==> src/rtl/mips_ctrl_pkg.sv <==
// Shared types and constants for the MIPS ID-stage control block:
// opcodes, ALU-op encodings, stall FSM states and the ID/EX control bundle.
package mips_ctrl_pkg;

  localparam logic [5:0] OP_R    = 6'b000000;
  localparam logic [5:0] OP_LW   = 6'b100011;
  localparam logic [5:0] OP_SW   = 6'b101011;
  localparam logic [5:0] OP_BEQ  = 6'b000100;
  localparam logic [5:0] OP_ADDI = 6'b001000;
  localparam logic [5:0] OP_J    = 6'b000010;

  localparam logic [1:0] ALUOP_ADD   = 2'b00;
  localparam logic [1:0] ALUOP_SUB   = 2'b01;
  localparam logic [1:0] ALUOP_FUNCT = 2'b10;

  typedef enum logic {
    ST_RUN   = 1'b0,
    ST_STALL = 1'b1
  } state_t;

  typedef struct packed {
    logic       memread;
    logic       memwrite;
    logic       memtoreg;
    logic       regwrite;
    logic       regdst;
    logic       alusrc;
    logic       branch;
    logic       jump;
    logic [1:0] aluop;
    logic       illegal;
  } ctrl_t;

endpackage

==> src/rtl/mips_main_decoder.sv <==
// Pure combinational main decoder: opcode + valid -> control bundle.
// ADDI and J are only recognised when EXT_ISA is set; otherwise they decode as illegal.
module mips_main_decoder
  import mips_ctrl_pkg::*;
#(
  parameter int OPW     = 6,
  parameter bit EXT_ISA = 1'b1
) (
  input  logic           valid_i,
  input  logic [OPW-1:0] opcode_i,
  output ctrl_t          ctrl_o
);

  always_comb begin
    ctrl_o = '0;
    if (valid_i) begin
      case (opcode_i)
        OPW'(OP_R): begin
          ctrl_o.regwrite = 1'b1;
          ctrl_o.regdst   = 1'b1;
          ctrl_o.aluop    = ALUOP_FUNCT;
        end
        OPW'(OP_LW): begin
          ctrl_o.memread  = 1'b1;
          ctrl_o.memtoreg = 1'b1;
          ctrl_o.regwrite = 1'b1;
          ctrl_o.alusrc   = 1'b1;
          ctrl_o.aluop    = ALUOP_ADD;
        end
        OPW'(OP_SW): begin
          ctrl_o.memwrite = 1'b1;
          ctrl_o.alusrc   = 1'b1;
        end
        OPW'(OP_BEQ): begin
          ctrl_o.branch = 1'b1;
          ctrl_o.aluop  = ALUOP_SUB;
        end
        OPW'(OP_ADDI): begin
          if (EXT_ISA) begin
            ctrl_o.regwrite = 1'b1;
            ctrl_o.alusrc   = 1'b1;
            ctrl_o.aluop    = ALUOP_ADD;
          end else begin
            ctrl_o.illegal = 1'b1;
          end
        end
        OPW'(OP_J): begin
          if (EXT_ISA) ctrl_o.jump = 1'b1;
          else         ctrl_o.illegal = 1'b1;
        end
        default: ctrl_o.illegal = 1'b1;
      endcase
    end
  end

endmodule

==> src/rtl/mips_pipe_ctrl.sv <==
// ID-stage control: registers the decoded bundle into ID/EX, stalls on load-use
// hazards for STALL_CYCLES bubbles, flushes on taken branch/jump, counts illegal opcodes.
module mips_pipe_ctrl
  import mips_ctrl_pkg::*;
#(
  parameter int OPW          = 6,
  parameter int REGW         = 5,
  parameter int ALUOPW       = 2,
  parameter bit EXT_ISA      = 1'b1,
  parameter int STALL_CYCLES = 1,
  parameter int ERRW         = 8
) (
  input  logic              clk,
  input  logic              rst_n,
  input  logic              valid_id,
  input  logic [OPW-1:0]    opcode_id,
  input  logic [REGW-1:0]   rs_id,
  input  logic [REGW-1:0]   rt_id,
  input  logic              flush_ex,
  output logic              pc_write,
  output logic              ifid_write,
  output logic              memread_ex,
  output logic              memwrite_ex,
  output logic              memtoreg_ex,
  output logic              regwrite_ex,
  output logic              regdst_ex,
  output logic              alusrc_ex,
  output logic              branch_ex,
  output logic              jump_ex,
  output logic [ALUOPW-1:0] aluop_ex,
  output logic [REGW-1:0]   rt_ex,
  output logic              illegal_ex,
  output logic [ERRW-1:0]   err_count
);

  ctrl_t            dec;
  ctrl_t            ex_q, ex_d;
  logic [REGW-1:0]  rt_q, rt_d;
  state_t           state_q, state_d;
  logic [3:0]       cnt_q, cnt_d;
  logic [ERRW-1:0]  err_q, err_d;
  logic             load_dec;
  logic             uses_rt;
  logic             hazard;

  mips_main_decoder #(
    .OPW     (OPW),
    .EXT_ISA (EXT_ISA)
  ) u_dec (
    .valid_i  (valid_id),
    .opcode_i (opcode_id),
    .ctrl_o   (dec)
  );

  // rt is only a true source for R-type, SW and BEQ; for LW/ADDI it is the destination.
  assign uses_rt = (opcode_id == OPW'(OP_R)) || (opcode_id == OPW'(OP_SW)) ||
                   (opcode_id == OPW'(OP_BEQ));
  assign hazard  = valid_id && ex_q.memread && (rt_q != '0) &&
                   ((rt_q == rs_id) || ((rt_q == rt_id) && uses_rt));

  always_comb begin
    state_d    = state_q;
    cnt_d      = cnt_q;
    load_dec   = 1'b0;
    pc_write   = 1'b0;
    ifid_write = 1'b0;
    if (flush_ex) begin
      state_d    = ST_RUN;
      cnt_d      = '0;
      pc_write   = 1'b1;
      ifid_write = 1'b1;
    end else begin
      case (state_q)
        ST_RUN: begin
          if (hazard) begin
            cnt_d   = 4'(STALL_CYCLES - 1);
            state_d = (STALL_CYCLES > 1) ? ST_STALL : ST_RUN;
          end else begin
            load_dec   = 1'b1;
            pc_write   = 1'b1;
            ifid_write = 1'b1;
          end
        end
        ST_STALL: begin
          // Leave once the counter reaches zero so exactly STALL_CYCLES bubbles are issued.
          cnt_d = cnt_q - 4'd1;
          if (cnt_q <= 4'd1) state_d = ST_RUN;
        end
        default: state_d = ST_RUN;
      endcase
    end
    if (!rst_n) begin
      pc_write   = 1'b0;
      ifid_write = 1'b0;
    end
  end

  always_comb begin
    ex_d  = load_dec ? dec : '0;
    rt_d  = load_dec ? rt_id : '0;
    err_d = err_q;
    if (load_dec && dec.illegal && (err_q != '1)) err_d = err_q + 1'b1;
  end

  always_ff @(posedge clk) begin
    if (!rst_n) begin
      state_q <= ST_RUN;
      cnt_q   <= '0;
      ex_q    <= '0;
      rt_q    <= '0;
      err_q   <= '0;
    end else begin
      state_q <= state_d;
      cnt_q   <= cnt_d;
      ex_q    <= ex_d;
      rt_q    <= rt_d;
      err_q   <= err_d;
    end
  end

  assign memread_ex  = ex_q.memread;
  assign memwrite_ex = ex_q.memwrite;
  assign memtoreg_ex = ex_q.memtoreg;
  assign regwrite_ex = ex_q.regwrite;
  assign regdst_ex   = ex_q.regdst;
  assign alusrc_ex   = ex_q.alusrc;
  assign branch_ex   = ex_q.branch;
  assign jump_ex     = ex_q.jump;
  assign aluop_ex    = ALUOPW'(ex_q.aluop);
  assign illegal_ex  = ex_q.illegal;
  assign rt_ex       = rt_q;
  assign err_count   = err_q;

endmodule

==> config.mk <==
export PLATFORM = sky130hd
export DESIGN_NAME = mips_pipe_ctrl
export DESIGN_NICKNAME = d
export VERILOG_FILES = /design/src/rtl/mips_ctrl_pkg.sv /design/src/rtl/mips_main_decoder.sv /design/src/rtl/mips_pipe_ctrl.sv
export SDC_FILE = /design/constraint.sdc
export NUM_CORES = 1
export LEC_CHECK = 0
export CAP_MARGIN = 15
export CORE_MARGIN = 2
export CORE_UTILIZATION = 48
export CTS_CLUSTER_DIAMETER = 50
export DETAILED_ROUTE_END_ITERATION = 8
export PLACE_DENSITY = 0.84
export SLEW_MARGIN = 5
export SYNTH_ARGS = -nofsm -noshare
export SYNTH_HDL_FRONTEND = slang
export SYNTH_SLANG_ARGS = --single-unit
==> constraint.sdc <==
create_clock -name clk -period 6.6 [get_ports clk]
set_input_delay 1.32 -clock clk [delete_from_list [all_inputs] [get_ports clk]]
set_output_delay 1.32 -clock clk [all_outputs]
set_load 0.005 [all_outputs]
==> load_flow_metrics.sql <==
INSERT INTO impl_metrics (metric_group, metric, value, unit) VALUES
('logic_synthesis', 'yosys_warnings', '0', ''),
('timing', 'final_number_of_setup_violating_endpoints', '0', ''),
('layout', 'area_delta_synth_final', '36.4', '%'),
('layout', 'finish.instance_area', '0.00181', 'mm^2'),
('setup_path', 'sum_of_buffers_and_inverters_on_the_critical_path', '2', ''),
('clock_network', 'postCtsHoldBufs', '0', ''),
('placement', 'final_weighted_congestion_of_routability_driven_global_placement', '0.760', ''),
('logic_synthesis', 'synthesized_nets', '172', ''),
('global_route', 'global_route.usage.met1', '23.4', '%'),
('global_route', 'total_grt_usage', '20.2', '%'),
('global_route', 'globalRoute.busiestLayer', 'met2', ''),
('die', 'rows', '19', ''),
('drt', 'via_count', '1252', ''),
('timing', 'worst_slew_pin_slew', '0.522', 'ns'),
('timing', 'fmax', '0.191', 'GHz'),
('setup_path', 'critical_path.startpoint_type', 'input pin', ''),
('drt', 'via_per_inst', '5.61', ''),
('setup_path', 'crit_chain', 'clkdlybuf4s50_1, nor4_1, a32oi_1, nor4_1, nor2_2, o21a_1, clkdlybuf4s50_1', ''),
('timing', 'fin_worst_hold_slack', '0.508', 'ns'),
('timing', 'min_period', '5.22', 'ns'),
('logic_synthesis', 'yosys-top-cells-area', 'dfxtp_1 41%, xnor2_1 4.6%, mux2i_1 4.5%, nor3_1 3.4%, and3_1 3.3%', ''),
('setup_path', 'cp_max_fanout', '10', ''),
('logic_synthesis', 'synthesis.instances', '149', ''),
('setup_path', 'timing.setup.critical_path_class', 'in -> out', ''),
('power_and_ir_drop', 'p_leak', '0.000669', 'uW'),
('timing', 'grt_setup_unrepaired', 'no', ''),
('logic_synthesis', 'seq_area_frac_synth', '40.8', '%'),
('clock_network', 'path_clk_slew', '0.14', 'ns'),
('logic_synthesis', 'synthDistinctLibCells', '40', ''),
('min_path', 'hold_class', 'reg -> reg', ''),
('clock_network', 'postCtsResizedCells', '0', ''),
('die', 'die_outline_height', '56.6', 'um'),
('layout', 'layout.area.seq', '541', 'um^2'),
('global_route', 'globalRoute.totalOverflow', '0', ''),
('clock_network', 'cts_tree', 'built', ''),
('layout', 'fill_cells', '223', ''),
('power_and_ir_drop', 'power.total', '281', 'uW'),
('die', 'initial_utilization', '49.4', '%'),
('layout', 'final_net_count', '216', ''),
('drt', 'drt_pass1_iterations', '4', ''),
('placement', 'post_dp_cell_area', '0.00178', 'mm^2'),
('die', 'fp.dieW', '56.6', 'um'),
('global_route', 'grt_antenna_before_repair', '0', ''),
('global_route', 'grt_use_met3', '4.61', '%'),
('layout', 'fin_util', '67.3', '%'),
('logic_synthesis', 'syn_area', '0.00133', 'mm^2'),
('setup_path', 'cp.arrival', '3.90', 'ns'),
('drt', 'post_detailed_routing_wire_length', '3.01', 'mm'),
('layout', 'multi_input_area', '723', 'um^2'),
('timing', 'setup_total_negative_slack', '0', 'ns'),
('clock_network', 'worstSkewPairLatency', '0.33', 'ns'),
('clock_network', 'htree_num_levels', '1', ''),
('power_and_ir_drop', 'power.density', '155', 'mW/mm^2'),
('logic_synthesis', 'avgSynthCellArea', '8.90', 'um^2'),
('drt', 'post-route-drc-count', '0', ''),
('clock_network', 'max_clock_buf_depth', '2', ''),
('clock_network', 'cts-buffers-inserted', '3', ''),
('clock_network', 'postCtsSetupBuffers', '0', ''),
('setup_path', 'crit_path_top_delay_cell', 'clkdlybuf4s50_1', ''),
('global_route', 'grtUsageMet2', '38.5', '%'),
('logic_synthesis', 'number_of_enable_flip_flop_cells_after_synthesis', '0', ''),
('timing', 'final-hold-violation-count', '0', ''),
('drt', 'drt_iter0_markers', '41', ''),
('setup_path', 'setup.worst_path.end_class', 'output pin', ''),
('drt', 'post_drt_wl_per_cell', '13.5', 'um'),
('timing', 'fin_skew', '0.0181', 'ns'),
('outcome', 'status', 'complete, no violations', ''),
('global_route', 'grt_max_degree', '18', ''),
('die', 'io-pin-count', '46', ''),
('setup_path', 'worst_path_dominant_cell_family', 'simple AND/OR/NAND/NOR gates', ''),
('run', 'timing.max_cap.violations', '0', '');
## cells in the mapped netlist (all sizes together) (2+ instances only)
library cell	instances
nor4b	2
or3	3
nand2b	6
and2	2
o21a	2
buf	5
inv	7
xnor2	7
a31o	2
and3	7
nand3	7
xor2	3
ha	3
nor3	10
dfxtp	27
nor4	6
nor2	11
a21oi	3
mux2i	6
nand2	11
nand4	3
o21ai	3
## layout make-up
cell class	count	area share [%]
clock inverters	1	0.415
repair buffers	45	24.9
flip-flops and latches	27	29.9
well taps	31	2.14
inverters	7	1.45
multi-input cells	109	40.0
clock buffers	3	1.24
## report_power, final
part	switching [uW]	internal, uW
clock network	50.0	23.2
registers	3.15	165
logic	15.9	23.0
## worst paths after layout
kind,from,endpoint,slack (ns),cells after the start
max,opcode_id[3],ifid_write,1.38,7
min,err_count[5],err_count[5],0.51,2
max reg2reg,rt_ex[0],alusrc_ex,4.38,5
min reg2reg,err_count[5],err_count[5],0.51,2
## worst min-delay path: cells and delay by family (launching register included)
| family | cells | cell delay (ns) |
|---|---|---|
| AND/OR/NAND/NOR | 1 | 0.06 |
| flip-flops | 1 | 0.36 |
| multiplexers | 1 | 0.06 |
## per-stage QoR
stage | instances | setup slack [ns]
2_1_floorplan | 149 | 2.53
3_3_place_gp | 219 | 1.55
3_5_place_dp | 219 | 1.40
4_1_cts | 223 | 1.37
5_1_grt | 223 | 1.22
6_report | 223 | 1.38
## routing by layer
metal  vias up  wire length (um)  part of all wire (%)
li1        622                 -                     -
met1       586              1270                    42
met2        42              1570                    52
met3         2               163                   5.4
met4         0                10                  0.33
met5         -                 0                     0
## flip-flops by register name (all words and copies together), names as in the netlist
register and flops:
memwrite_ex 1, err_count 8, state_q 1, rt_ex 5
memtoreg_ex 1, jump_ex 1, regwrite_ex 1, cnt_q 4
alusrc_ex 1, illegal_ex 1, regdst_ex 1, aluop_ex 1
branch_ex 1
## kinds of logic (layout without fill, tap and decap cells)
group,count (synthesis),after routing,synth area share (%)
AOI/OAI and AO/OA,18,18,10.4
xor gates and xnor gates,10,10,6.60
adders and majority gates,3,3,2.83
buffers and inverters,13,56,4.72
DFF,27,27,40.8
muxes,6,6,4.53
and+or+nand+nor,72,72,30.2
Note: power is estimated with default switching activity, not from simulation.
